==> src/rtl/pingpong_pkg.sv <==
// Shared definitions for the write-side ping-pong bank demultiplexer.
//   bank_state_e : per-bank fill state (FREE, FILL, FULL)
//   cnt_width()  : width of the per-block word counter for a given BLOCK_LEN
package pingpong_pkg;

  typedef enum logic [1:0] {
    BANK_FREE = 2'd0,
    BANK_FILL = 2'd1,
    BANK_FULL = 2'd2
  } bank_state_e;

  // Counter width for BLOCK_LEN words per bank; never narrower than one bit.
  function automatic int unsigned cnt_width(input int unsigned n);
    return (n < 2) ? 1 : $clog2(n);
  endfunction

endpackage

==> src/rtl/pingpong_demux2_bank_out_stage.sv <==
// One-entry registered output stage for a single bank-write channel.
//   clk, rst   : clock, synchronous active-high reset
//   load       : capture load_data and mark the entry valid
//   load_data  : word to capture
//   ready      : downstream bank accepts the held word
//   data/valid : registered bank-write channel
//   empty      : no word held
// A load in the same cycle as a drain keeps valid high and replaces the data.
module bank_out_stage #(
  parameter int unsigned WIDTH = 16
) (
  input  logic             clk,
  input  logic             rst,
  input  logic             load,
  input  logic [WIDTH-1:0] load_data,
  input  logic             ready,
  output logic [WIDTH-1:0] data,
  output logic             valid,
  output logic             empty
);

  always_ff @(posedge clk) begin
    if (rst) begin
      valid <= 1'b0;
      data  <= '0;
    end else if (load) begin
      valid <= 1'b1;
      data  <= load_data;
    end else if (ready) begin
      valid <= 1'b0;
    end
  end

  assign empty = ~valid;

endmodule

==> src/rtl/pingpong_demux2.sv <==
// Write-side ping-pong demultiplexer: steers one valid/ready word stream into
// two bank-write channels, BLOCK_LEN words per bank, alternating banks.
//   clk, rst              : clock, synchronous active-high reset
//   in_data/valid/ready   : input word stream
//   out0_*, out1_*        : bank-write channels (registered, one entry each)
//   release_req[b]        : consumer releases full bank b ("release" is a
//                           reserved word, hence the suffix)
//   active_bank           : bank currently being filled
//   bank_full[b]          : bank b is FULL
//   fill_done             : pulses the cycle after a bank's last word is taken
//   word_cnt              : words accepted into the active bank so far
module pingpong_demux2
  import pingpong_pkg::*;
#(
  parameter int unsigned WIDTH     = 16,
  parameter int unsigned BLOCK_LEN = 16
) (
  input  logic                              clk,
  input  logic                              rst,
  input  logic [WIDTH-1:0]                  in_data,
  input  logic                              in_valid,
  output logic                              in_ready,
  output logic [WIDTH-1:0]                  out0_data,
  output logic                              out0_valid,
  input  logic                              out0_ready,
  output logic [WIDTH-1:0]                  out1_data,
  output logic                              out1_valid,
  input  logic                              out1_ready,
  input  logic [1:0]                        release_req,
  output logic                              active_bank,
  output logic [1:0]                        bank_full,
  output logic                              fill_done,
  output logic [cnt_width(BLOCK_LEN)-1:0]   word_cnt
);

  localparam int unsigned   CW       = cnt_width(BLOCK_LEN);
  localparam logic [CW-1:0] LAST_IDX = CW'(BLOCK_LEN - 1);

  bank_state_e st0;
  bank_state_e st1;
  logic        empty0;
  logic        empty1;
  logic        act_full;
  logic        act_room;
  logic        accept;
  logic        last_word;
  logic        load0;
  logic        load1;

  // in_ready depends only on registered state and the active bank's ready,
  // never on in_valid.
  always_comb begin
    act_full = active_bank ? (st1 == BANK_FULL) : (st0 == BANK_FULL);
    act_room = active_bank ? (empty1 | out1_ready) : (empty0 | out0_ready);
    in_ready = ~rst & ~act_full & act_room;
  end

  assign accept    = in_valid & in_ready;
  assign last_word = (word_cnt == LAST_IDX);
  assign load0     = accept & ~active_bank;
  assign load1     = accept & active_bank;

  bank_out_stage #(.WIDTH(WIDTH)) u_out0 (
    .clk       (clk),
    .rst       (rst),
    .load      (load0),
    .load_data (in_data),
    .ready     (out0_ready),
    .data      (out0_data),
    .valid     (out0_valid),
    .empty     (empty0)
  );

  bank_out_stage #(.WIDTH(WIDTH)) u_out1 (
    .clk       (clk),
    .rst       (rst),
    .load      (load1),
    .load_data (in_data),
    .ready     (out1_ready),
    .data      (out1_data),
    .valid     (out1_valid),
    .empty     (empty1)
  );

  // Bank state machines, word counter and active bank toggle.
  // A release only acts on a FULL bank whose output register is empty, so a
  // release coinciding with the last-word accept is ignored (bank was FILL).
  always_ff @(posedge clk) begin
    if (rst) begin
      st0         <= BANK_FREE;
      st1         <= BANK_FREE;
      word_cnt    <= '0;
      active_bank <= 1'b0;
      fill_done   <= 1'b0;
    end else begin
      fill_done <= accept & last_word;

      unique case (st0)
        BANK_FREE: if (load0) st0 <= last_word ? BANK_FULL : BANK_FILL;
        BANK_FILL: if (load0 && last_word) st0 <= BANK_FULL;
        BANK_FULL: if (release_req[0] && empty0) st0 <= BANK_FREE;
        default:   st0 <= BANK_FREE;
      endcase

      unique case (st1)
        BANK_FREE: if (load1) st1 <= last_word ? BANK_FULL : BANK_FILL;
        BANK_FILL: if (load1 && last_word) st1 <= BANK_FULL;
        BANK_FULL: if (release_req[1] && empty1) st1 <= BANK_FREE;
        default:   st1 <= BANK_FREE;
      endcase

      if (accept) begin
        if (last_word) begin
          word_cnt    <= '0;
          active_bank <= ~active_bank;
        end else begin
          word_cnt <= word_cnt + 1'b1;
        end
      end
    end
  end

  assign bank_full = {st1 == BANK_FULL, st0 == BANK_FULL};

endmodule

==> config.mk <==
export PLATFORM = sky130hd
export DESIGN_NAME = pingpong_demux2
export DESIGN_NICKNAME = d
export VERILOG_FILES = /design/src/rtl/pingpong_pkg.sv /design/src/rtl/pingpong_demux2_bank_out_stage.sv /design/src/rtl/pingpong_demux2.sv
export SDC_FILE = /design/constraint.sdc
export NUM_CORES = 1
export LEC_CHECK = 0
export CORE_MARGIN = 3
export CORE_UTILIZATION = 46
export DETAILED_ROUTE_END_ITERATION = 12
export GPL_ROUTABILITY_DRIVEN = 0
export PLACE_DENSITY = 0.84
export SETUP_SLACK_MARGIN = 0.15
export SLEW_MARGIN = 20
export SYNTH_ARGS = -nofsm -noshare
export SYNTH_HDL_FRONTEND = slang
export SYNTH_SLANG_ARGS = --single-unit
==> constraint.sdc <==
create_clock -name clk -period 3.65 [get_ports clk]
set_clock_uncertainty 0.1 [all_clocks]
set_input_delay 0.73 -clock clk [delete_from_list [all_inputs] [get_ports clk]]
set_output_delay 0.73 -clock clk [all_outputs]
set_load 0.02 [all_outputs]
**Word level (Yosys, flattened, before mapping)**

Index checks and enable logic that the tools add are counted.

- Register bits: 44
- Input bits: 23
- Output and inout port bits: 43
- Logic and storage cells: 61

- $add $sub $neg: 1
- Equality and inequality tests: 11
- Muxes and demuxes: 16
- Bitwise logic cells: 13
- Reductions and logical operators: 11

Operators by type and width:

| kind | count |
|---|---|
| 2-bit two-way mux | 7 |
| 2-bit case mux with 3 select lines | 2 |
| 2-bit inequality test (second input constant) | 4 |
| 1-bit bitwise AND | 6 |
| 1-bit two-way mux | 6 |
| 3-bit AND reduction | 2 |
| 1-bit inverter | 5 |
| 4-bit by 1-bit adder with 4-bit output (second input constant) | 1 |
| 2-bit by 1-bit equality test with 1-bit output (second input constant) | 2 |
| 2-bit equality test (second input constant) | 2 |
| 4-bit equality test (second input constant) | 1 |
| 1-bit logical AND | 4 |
| 2-bit zero test | 2 |
| 4-bit two-way mux | 1 |
| 2-bit by 1-bit inequality test with 1-bit output (second input constant) | 2 |
| 2-bit nonzero test | 2 |
| 1-bit OR | 2 |
| 2-bit AND reduction | 1 |

**Logic depth before layout (Yosys ltp)**

Gate-level depths: netlist of run 1.

- Depth in word-level cells: 10
- Gate-level depth with buffers: 6

**Modules after synthesis**

Synthesis of run 1 repeated with hierarchy kept, for this count alone.

- Cell total of the unflattened synthesis: 171
- Area total of the unflattened synthesis: 1799.2 um^2

Modules (own cells, without submodules):

| module | times used | cells an instance | area an instance (um^2) | sequential area each (um^2) |
|---|---|---|---|---|
| bank_out_stage | 2 | 57 | 620.6 | 340.3 |
| pingpong_demux2 | 1 | 57 | 558.0 | 200.2 |

**Worst setup path after synthesis of run 1**

OpenSTA, ideal clock, no wires.

- Path kind: input to output
- Start: input port rst
- End: output port in_ready
- Arrival: 1464 ps
- Data required time: 2820 ps
- Setup slack: 1356 ps
- Stages: 3
- Buffers on the path: 2
- Cells stage by stage: clkbuf_1 > buf_1 > nor2_1

- Longest elaborated chain between the ends: 3

Ends and longest elaborated chain:

| item | line | source |
|---|---|---|
| start, declared | pingpong_demux2.sv:19 | `input logic rst,` |
| 1-bit inverter | pingpong_demux2.sv:55 | `in_ready = ~rst & ~act_full & act_room;` |
| 1-bit bitwise AND (2 in a row) | pingpong_demux2.sv:55 |  |
| end, declared | pingpong_demux2.sv:22 | `output logic in_ready,` |

Every way passes these cells.

**Worst setup path in the final report of run 1**

- Start: input port out0_ready
- End: output port in_ready

- Longest elaborated chain between the ends: 3

Ends and longest elaborated chain:

| item | line | source |
|---|---|---|
| start, declared | pingpong_demux2.sv:25 | `input logic out0_ready,` |
| 1-bit OR | pingpong_demux2.sv:54 | `act_room = active_bank ? (empty1 \| out1_ready) : (empty0 \| out0_ready);` |
| 1-bit two-way mux | pingpong_demux2.sv:54 |  |
| 1-bit bitwise AND | pingpong_demux2.sv:55 |  |

Every way passes these cells.

==> impl_metrics.py, run 1 <==
metrics = {
    "status": {
        "status": "finished clean",
    },
    "pwr": {
        "power_per_cell_area_nw_per_um2": 371,
        "ir_worst_vdd_mv": 0.295,
        "leakagePower_nw": 0.871,
    },
    "final_layout": {
        "layout-drive-gt1-share": 0.0588,
        "design_area_sq_um": 2440,
        "layout.cells.most_common": "sky130_fd_sc_hd__nand2_1",
        "insertedDiodeCount": 0,
        "nets": 296,
        "mostFrequentLayoutCells": "sky130_fd_sc_hd__nand2_1, sky130_fd_sc_hd__clkdlybuf4s50_1, sky130_fd_sc_hd__dfxtp_1, sky130_fd_sc_hd__a21oi_1, sky130_fd_sc_hd__nor2_1",
        "syn2layout_area_growth_pct": 43.7,
        "fillCellCount": 297,
    },
    "timing": {
        "final_max_slew_viol_count": 0,
        "final_min_period_over_clock_period": 0.845,
        "max-slew-margin-rel": 0.543,
        "setup_total_negative_slack_ns": 0,
        "holdWs_ns": 0.355,
        "timing.final.setup_violations": 0,
        "tightest_slew_ns": 0.682,
        "final_critical_path_setup_slack_ns": 0.566,
        "rsz0062_at_grt": "no",
        "post-route-min-period_ns": 3.08,
        "timing.fmax_mhz": 324,
        "number_of_endpoints_with_negative_hold_slack_in_the_final_report": 0,
    },
    "floorplan": {
        "total_die_area_sq_um": 4450,
        "core_area_sq_um": 3440,
        "io_pins": 66,
        "die_y_microns": 66.7,
        "floorplan.die.width_microns": 66.7,
        "num_rows": 21,
        "initial_utilization": 0.493,
    },
    "critical_path": {
        "reg2reg_setup_slack_ns": 1.73,
        "crit_family": "buffers and inverters",
        "cp_data_required_time_ns": 2.82,
        "cp.buffers_inverters": 2,
        "path_cells": "clkdlybuf4s50_1 -> nor2b_1 -> nor3_1 -> a31oi_1 -> nor2_1 -> clkdlybuf4s50_1",
        "worst-setup-path-type": "input pin to primary output",
        "worst_path_largest_cell_delay_ns": 0.53,
        "critPathSlowestCell": "sky130_fd_sc_hd__clkdlybuf4s50_1",
        "critical_path_arrival_ns": 2.25,
        "r2r_start": "active_bank",
        "crit_path_end_kind": "primary output",
        "worstSetupStartpointType": "input pin",
        "timing.reg2reg.worst_path_depth": 4,
        "regToRegEndpoint": "st1[0]",
        "cpMostUsedCell": "sky130_fd_sc_hd__clkdlybuf4s50_1",
        "crit_path_max_fanout": 4,
    },
    "synth": {
        "synth_top_cells_by_area": "sky130_fd_sc_hd__dfxtp_1, sky130_fd_sc_hd__nand2_1, sky130_fd_sc_hd__a21oi_1, sky130_fd_sc_hd__nor2_1, sky130_fd_sc_hd__o21ai_0",
        "fraction_of_the_yosys_area_taken_by_sequential_cells": 0.519,
        "synth_cell_types": 32,
        "synth_area_per_cell_sq_um": 8.04,
        "synth_largest_area_cell": "sky130_fd_sc_hd__dfxtp_1",
        "ys_ff_latch": 44,
        "ys.warnings.count": 0,
        "proportion_of_netlist_area_held_by_the_largest_area_contributor": 0.519,
        "cells_after_synthesis": 211,
        "netlist_area_sq_um": 1700,
        "synthesis.nets": 235,
    },
    "drt": {
        "detailedRoute.firstIterationViolations": 66,
        "route.detailed.vias_per_inst": 5.10,
        "antenna_violating_nets_post_route": 0,
        "drc_markers": 0,
        "drtPass1Iterations": 4,
        "routed-via-count": 1623,
        "detail_route.wirelength_microns": 4250,
        "wire_per_inst_microns": 13.4,
    },
    "cts": {
        "cts_sinks": 44,
        "cts-root-to-sink-buffers": 2,
        "cts_setup_buffers": 0,
        "cts-htree-levels": 2,
        "clkLatencyLatePin_ns": 0.30,
        "cts_tree": "done",
        "clk_transition_reported_paths_ns": 0.08,
        "post_cts_resized": 0,
        "cts.hold.buffers_added": 0,
        "numCtsBuffers": 5,
        "cts.root.buffer_cell": "sky130_fd_sc_hd__clkbuf_8",
    },
    "global_routing": {
        "overflow_left_after_global_routing": 0,
        "antenna_found_initial": 0,
        "grt_pass1_vias": 1574,
        "grt_first_pass_wirelength_microns": 6830,
        "grtUsageTotal": 0.205,
        "grt_max_degree": 49,
    },
    "placed_design": {
        "dpl_worst_slack_ns": 0.559,
        "io_buffer_count": 65,
        "dp_hpwl_microns": 2890,
        "post_dp_cell_area_sq_um": 2360,
    },
    "min_path": {
        "worstHoldPathCells": 2,
        "worstHoldPathType": "flop to flop",
        "worst_case_hold_path_end_point": "u_out1.data[6]",
        "hold_path_startpoint": "u_out1.data[6]",
    },
    "job": {
        "drv_cap": 0,
    },
}
[worst max-delay path by stage]
| stage | cells after the start | startpoint | slack [ns] | endpoint |
|---|---|---|---|---|
| floorplan | 3 | rst | 1.36 | in_ready |
| global placement | 6 | out0_ready | 0.58 | in_ready |
| detailed placement | 6 | out0_ready | 0.56 | in_ready |
| CTS | 6 | out0_ready | 0.55 | in_ready |
| global route | 6 | out0_ready | 0.46 | in_ready |
| finish | 6 | out0_ready | 0.57 | in_ready |
[synth_stat cells (all sizes together)]
| cell | number |
|---|---|
| and3 | 1 |
| nand2 | 66 |
| nand4 | 1 |
| nand2b | 2 |
| o41ai | 1 |
| ha | 1 |
| a21oi | 38 |
| a31oi | 1 |
| mux2 | 1 |
| o22ai | 1 |
| or4b | 1 |
| inv | 5 |
| and4 | 1 |
| nor2 | 11 |
| or3 | 1 |
| buf | 8 |
| clkbuf | 7 |
| nand3 | 4 |
| nor2b | 3 |
| dfxtp | 44 |
| o21ai | 7 |
| nor4b | 1 |
| and2 | 1 |
| o32ai | 1 |
| nor3 | 1 |
| a2111oi | 2 |
[worst min-delay path: cells and delay by family (launching register included)]
kind | cells | cell delay (ns)
DFF | 1 | 0.31
AOI/OAI and AO/OA | 1 | 0.05
and+or+nand+nor | 1 | 0.05
[state kept, by name, summed over array words and instances, names as in the netlist, 2 cells and up]
name and flops:
st1 2, u_out1.data 16, st0 2, u_out0.data 16
word_cnt 4
[cell families (layout without fill, tap and decap cells)]
kind of cell    count (synthesis)  after routing  synth area share
mux                             1              1           0.00664
buf+inv                        20             81            0.0546
flops                          44             44             0.519
simple gates                   94             94             0.248
fa+ha+maj                       1              1           0.00737
compound gates                 51             51             0.164
[through the flow]
step / std cells / utilization / total power, mW
floorplan: 211 / - / 0.567
global placement: 311 / 0.684 / 0.626
detailed placement: 311 / 0.684 / 0.627
CTS: 318 / 0.708 / 0.912
global route: 318 / 0.708 / 0.946
finish: 318 / 0.708 / 0.905
[layer usage]
metal  global-route usage  wire length (microns)
met4               0.0964                    131
met2                0.342                   2000
met5                    0                      0
met1                0.236                   1800
met3               0.0675                    316
[layout make-up]
| type | count | area [sq um] | share of cell area |
|---|---|---|---|
| Multi-Input combinational cell | 147 | 723 | 0.297 |
| Inverter | 5 | 18.8 | 0.00770 |
| Tap cell | 46 | 57.6 | 0.0236 |
| Timing Repair Buffer | 69 | 676 | 0.277 |
| Sequential cell | 44 | 881 | 0.361 |
| Clock buffer | 5 | 68.8 | 0.0282 |
| Clock inverter | 2 | 12.5 | 0.00513 |
[power by group]
group	total, mW	switching (mW)	internal, mW
Sequential	0.502	0.00828	0.493
Combinational	0.114	0.0574	0.0566
Clock	0.289	0.160	0.130
Total	0.905	0.226	0.680
Note: power is estimated with default switching activity, not from simulation.
==> run 2: changes to the inputs <==
--- a/config.mk
+++ b/config.mk
@@ -6,10 +6,10 @@
 export NUM_CORES = 1
 export LEC_CHECK = 0
 export CORE_MARGIN = 3
-export CORE_UTILIZATION = 46
+export CORE_UTILIZATION = 43
 export DETAILED_ROUTE_END_ITERATION = 12
 export GPL_ROUTABILITY_DRIVEN = 0
-export PLACE_DENSITY = 0.84
+export PLACE_DENSITY = 0.79
 export SETUP_SLACK_MARGIN = 0.15
 export SLEW_MARGIN = 20
 export SYNTH_ARGS = -nofsm -noshare
==> constraint.sdc (replaced) <==
create_clock -name clk -period 3.2 [get_ports clk]
set_clock_uncertainty 0.1 [all_clocks]
set_input_delay 0.64 -clock clk [delete_from_list [all_inputs] [get_ports clk]]
set_output_delay 0.64 -clock clk [all_outputs]
set_load 0.02 [all_outputs]
==> impl_metrics.py, run 2 (same netlist as run 1, synthesis figures left out) <==
metrics = {
    "drt": {
        "routed-via-count": 1617,
        "drtPass1Iterations": 4,
        "detailedRoute.firstIterationViolations": 154,
        "route.detailed.vias_per_inst": 5.02,
        "wire_per_inst_microns": 13.1,
        "detail_route.wirelength_microns": 4220,
        "drc_markers": 0,
        "antenna_violating_nets_post_route": 0,
    },
    "critical_path": {
        "regToRegEndpoint": "word_cnt[3]",
        "timing.reg2reg.worst_path_depth": 3,
        "worstSetupStartpointType": "input pin",
        "worst-setup-path-type": "input pin to primary output",
        "critical_path_arrival_ns": 2.18,
        "cp_data_required_time_ns": 2.46,
        "crit_path_end_kind": "primary output",
        "r2r_start": "active_bank",
        "reg2reg_setup_slack_ns": 1.29,
        "crit_path_max_fanout": 4,
    },
    "timing": {
        "rsz0062_at_grt": "no",
        "timing.final.setup_violations": 0,
        "final_min_period_over_clock_period": 0.914,
        "timing.fmax_mhz": 342,
        "max-slew-margin-rel": 0.533,
        "setup_total_negative_slack_ns": 0,
        "final_max_slew_viol_count": 0,
        "tightest_slew_ns": 0.701,
        "post-route-min-period_ns": 2.92,
        "number_of_endpoints_with_negative_hold_slack_in_the_final_report": 0,
    },
    "min_path": {
        "worst_case_hold_path_end_point": "st0[0]",
        "worstHoldPathType": "flop to flop",
        "hold_path_startpoint": "st0[1]",
        "worstHoldPathCells": 1,
    },
    "global_routing": {
        "grtUsageTotal": 0.195,
        "overflow_left_after_global_routing": 0,
        "grt_max_degree": 49,
        "grt_pass1_vias": 1469,
        "antenna_found_initial": 0,
        "grt_first_pass_wirelength_microns": 6770,
    },
    "placed_design": {
        "post_dp_cell_area_sq_um": 2370,
        "io_buffer_count": 65,
        "dp_hpwl_microns": 2880,
    },
    "status": {
        "status": "finished clean",
    },
    "job": {
        "drv_cap": 0,
    },
    "cts": {
        "cts-htree-levels": 2,
        "cts-root-to-sink-buffers": 2,
        "clk_transition_reported_paths_ns": 0.08,
        "clkLatencyLatePin_ns": 0.29,
        "cts_setup_buffers": 0,
        "cts.hold.buffers_added": 0,
        "cts_sinks": 44,
        "cts_tree": "done",
        "post_cts_resized": 0,
        "cts.root.buffer_cell": "sky130_fd_sc_hd__clkbuf_8",
        "numCtsBuffers": 5,
    },
    "pwr": {
        "ir_worst_vdd_mv": 0.386,
        "leakagePower_nw": 0.901,
        "power_per_cell_area_nw_per_um2": 464,
    },
    "final_layout": {
        "largestRegisters": "u_out0.data: 16 flops, u_out1.data: 16 flops, word_cnt: 4 flops",
        "fillCellCount": 338,
        "sequential_cell_area_sq_um": 881,
        "layout-drive-gt1-share": 0.0657,
        "nets": 297,
        "multi_input_area_sq_um": 723,
        "insertedDiodeCount": 0,
        "syn2layout_area_growth_pct": 46.9,
        "layout.cells.most_common": "sky130_fd_sc_hd__nand2_1",
        "mostFrequentLayoutCells": "sky130_fd_sc_hd__nand2_1, sky130_fd_sc_hd__clkdlybuf4s50_1, sky130_fd_sc_hd__dfxtp_1, sky130_fd_sc_hd__a21oi_1, sky130_fd_sc_hd__nor2_1",
        "design_area_sq_um": 2490,
    },
    "floorplan": {
        "io_pins": 66,
        "initial_utilization": 0.453,
        "total_die_area_sq_um": 4740,
        "die_y_microns": 68.8,
        "floorplan.die.width_microns": 68.8,
        "num_rows": 22,
        "core_area_sq_um": 3740,
    },
}
==> run 2: metrics by stage <==
stage	power (mW)	hold slack [ns]	util	std cells	setup slack (ns)
6_report	1.16	0.346	0.666	322	0.277
3_5_place_dp	0.717	0.349	0.632	314	0.278
3_3_place_gp	0.714	0.323	0.632	314	0.318
4_1_cts	1.17	0.347	0.666	322	0.275
2_1_floorplan	0.647	0.316	-	211	1.09
5_1_grt	1.21	0.376	0.666	322	0.155
==> run 2: worst max-delay path, stage by stage <==
cell	delay, ns
sky130_fd_sc_hd__clkdlybuf4s50_1	0.41
sky130_fd_sc_hd__nor2b_1	0.33
sky130_fd_sc_hd__nor3_1	0.08
sky130_fd_sc_hd__a31oi_1	0.15
sky130_fd_sc_hd__nor2_1	0.05
sky130_fd_sc_hd__clkdlybuf4s50_1	0.53
==> run 2: worst max-delay path by stage <==
stage,end,start
final,in_ready,out0_ready
after global placement,in_ready,out0_ready
after floorplan,in_ready,rst
after CTS,in_ready,out0_ready
after detailed placement,in_ready,out0_ready
after global routing,in_ready,out0_ready
==> run 2: metal layers <==
layer  part of all wire  vias up  GRT usage
met5                  0        -          0
met4              0.015        0     0.0803
met3              0.064        4     0.0632
met2               0.46       51      0.293
met1               0.46      745      0.256
li1                   -      817          -
==> run 2: cell type report <==
type	count	area share
Clock buffer	7	0.0387
Inverter	5	0.00753
Multi-Input combinational cell	147	0.290
Clock inverter	1	0.0120
Sequential cell	44	0.353
Tap cell	48	0.0241
Timing Repair Buffer	70	0.274
==> run 2: where the power goes <==
part / leakage [nW] / switching [mW] / internal, mW
clock: 0.0645 / 0.178 / 0.275
combinational: 0.478 / 0.0656 / 0.0646
sequential: 0.358 / 0.0101 / 0.563
total: 0.901 / 0.254 / 0.903
==> run 3: changes to the inputs <==
--- a/config.mk
+++ b/config.mk
@@ -7,8 +7,9 @@
 export LEC_CHECK = 0
 export CORE_MARGIN = 3
 export CORE_UTILIZATION = 43
+export CTS_BUF_LIST = sky130_fd_sc_hd__clkbuf_8 sky130_fd_sc_hd__clkbuf_16
 export DETAILED_ROUTE_END_ITERATION = 12
-export GPL_ROUTABILITY_DRIVEN = 0
+export GPL_ROUTABILITY_DRIVEN = 1
 export PLACE_DENSITY = 0.79
 export SETUP_SLACK_MARGIN = 0.15
 export SLEW_MARGIN = 20
==> results of run 3 <==
Same layout as run 2: the final DEF is identical, and so are final timing and power.
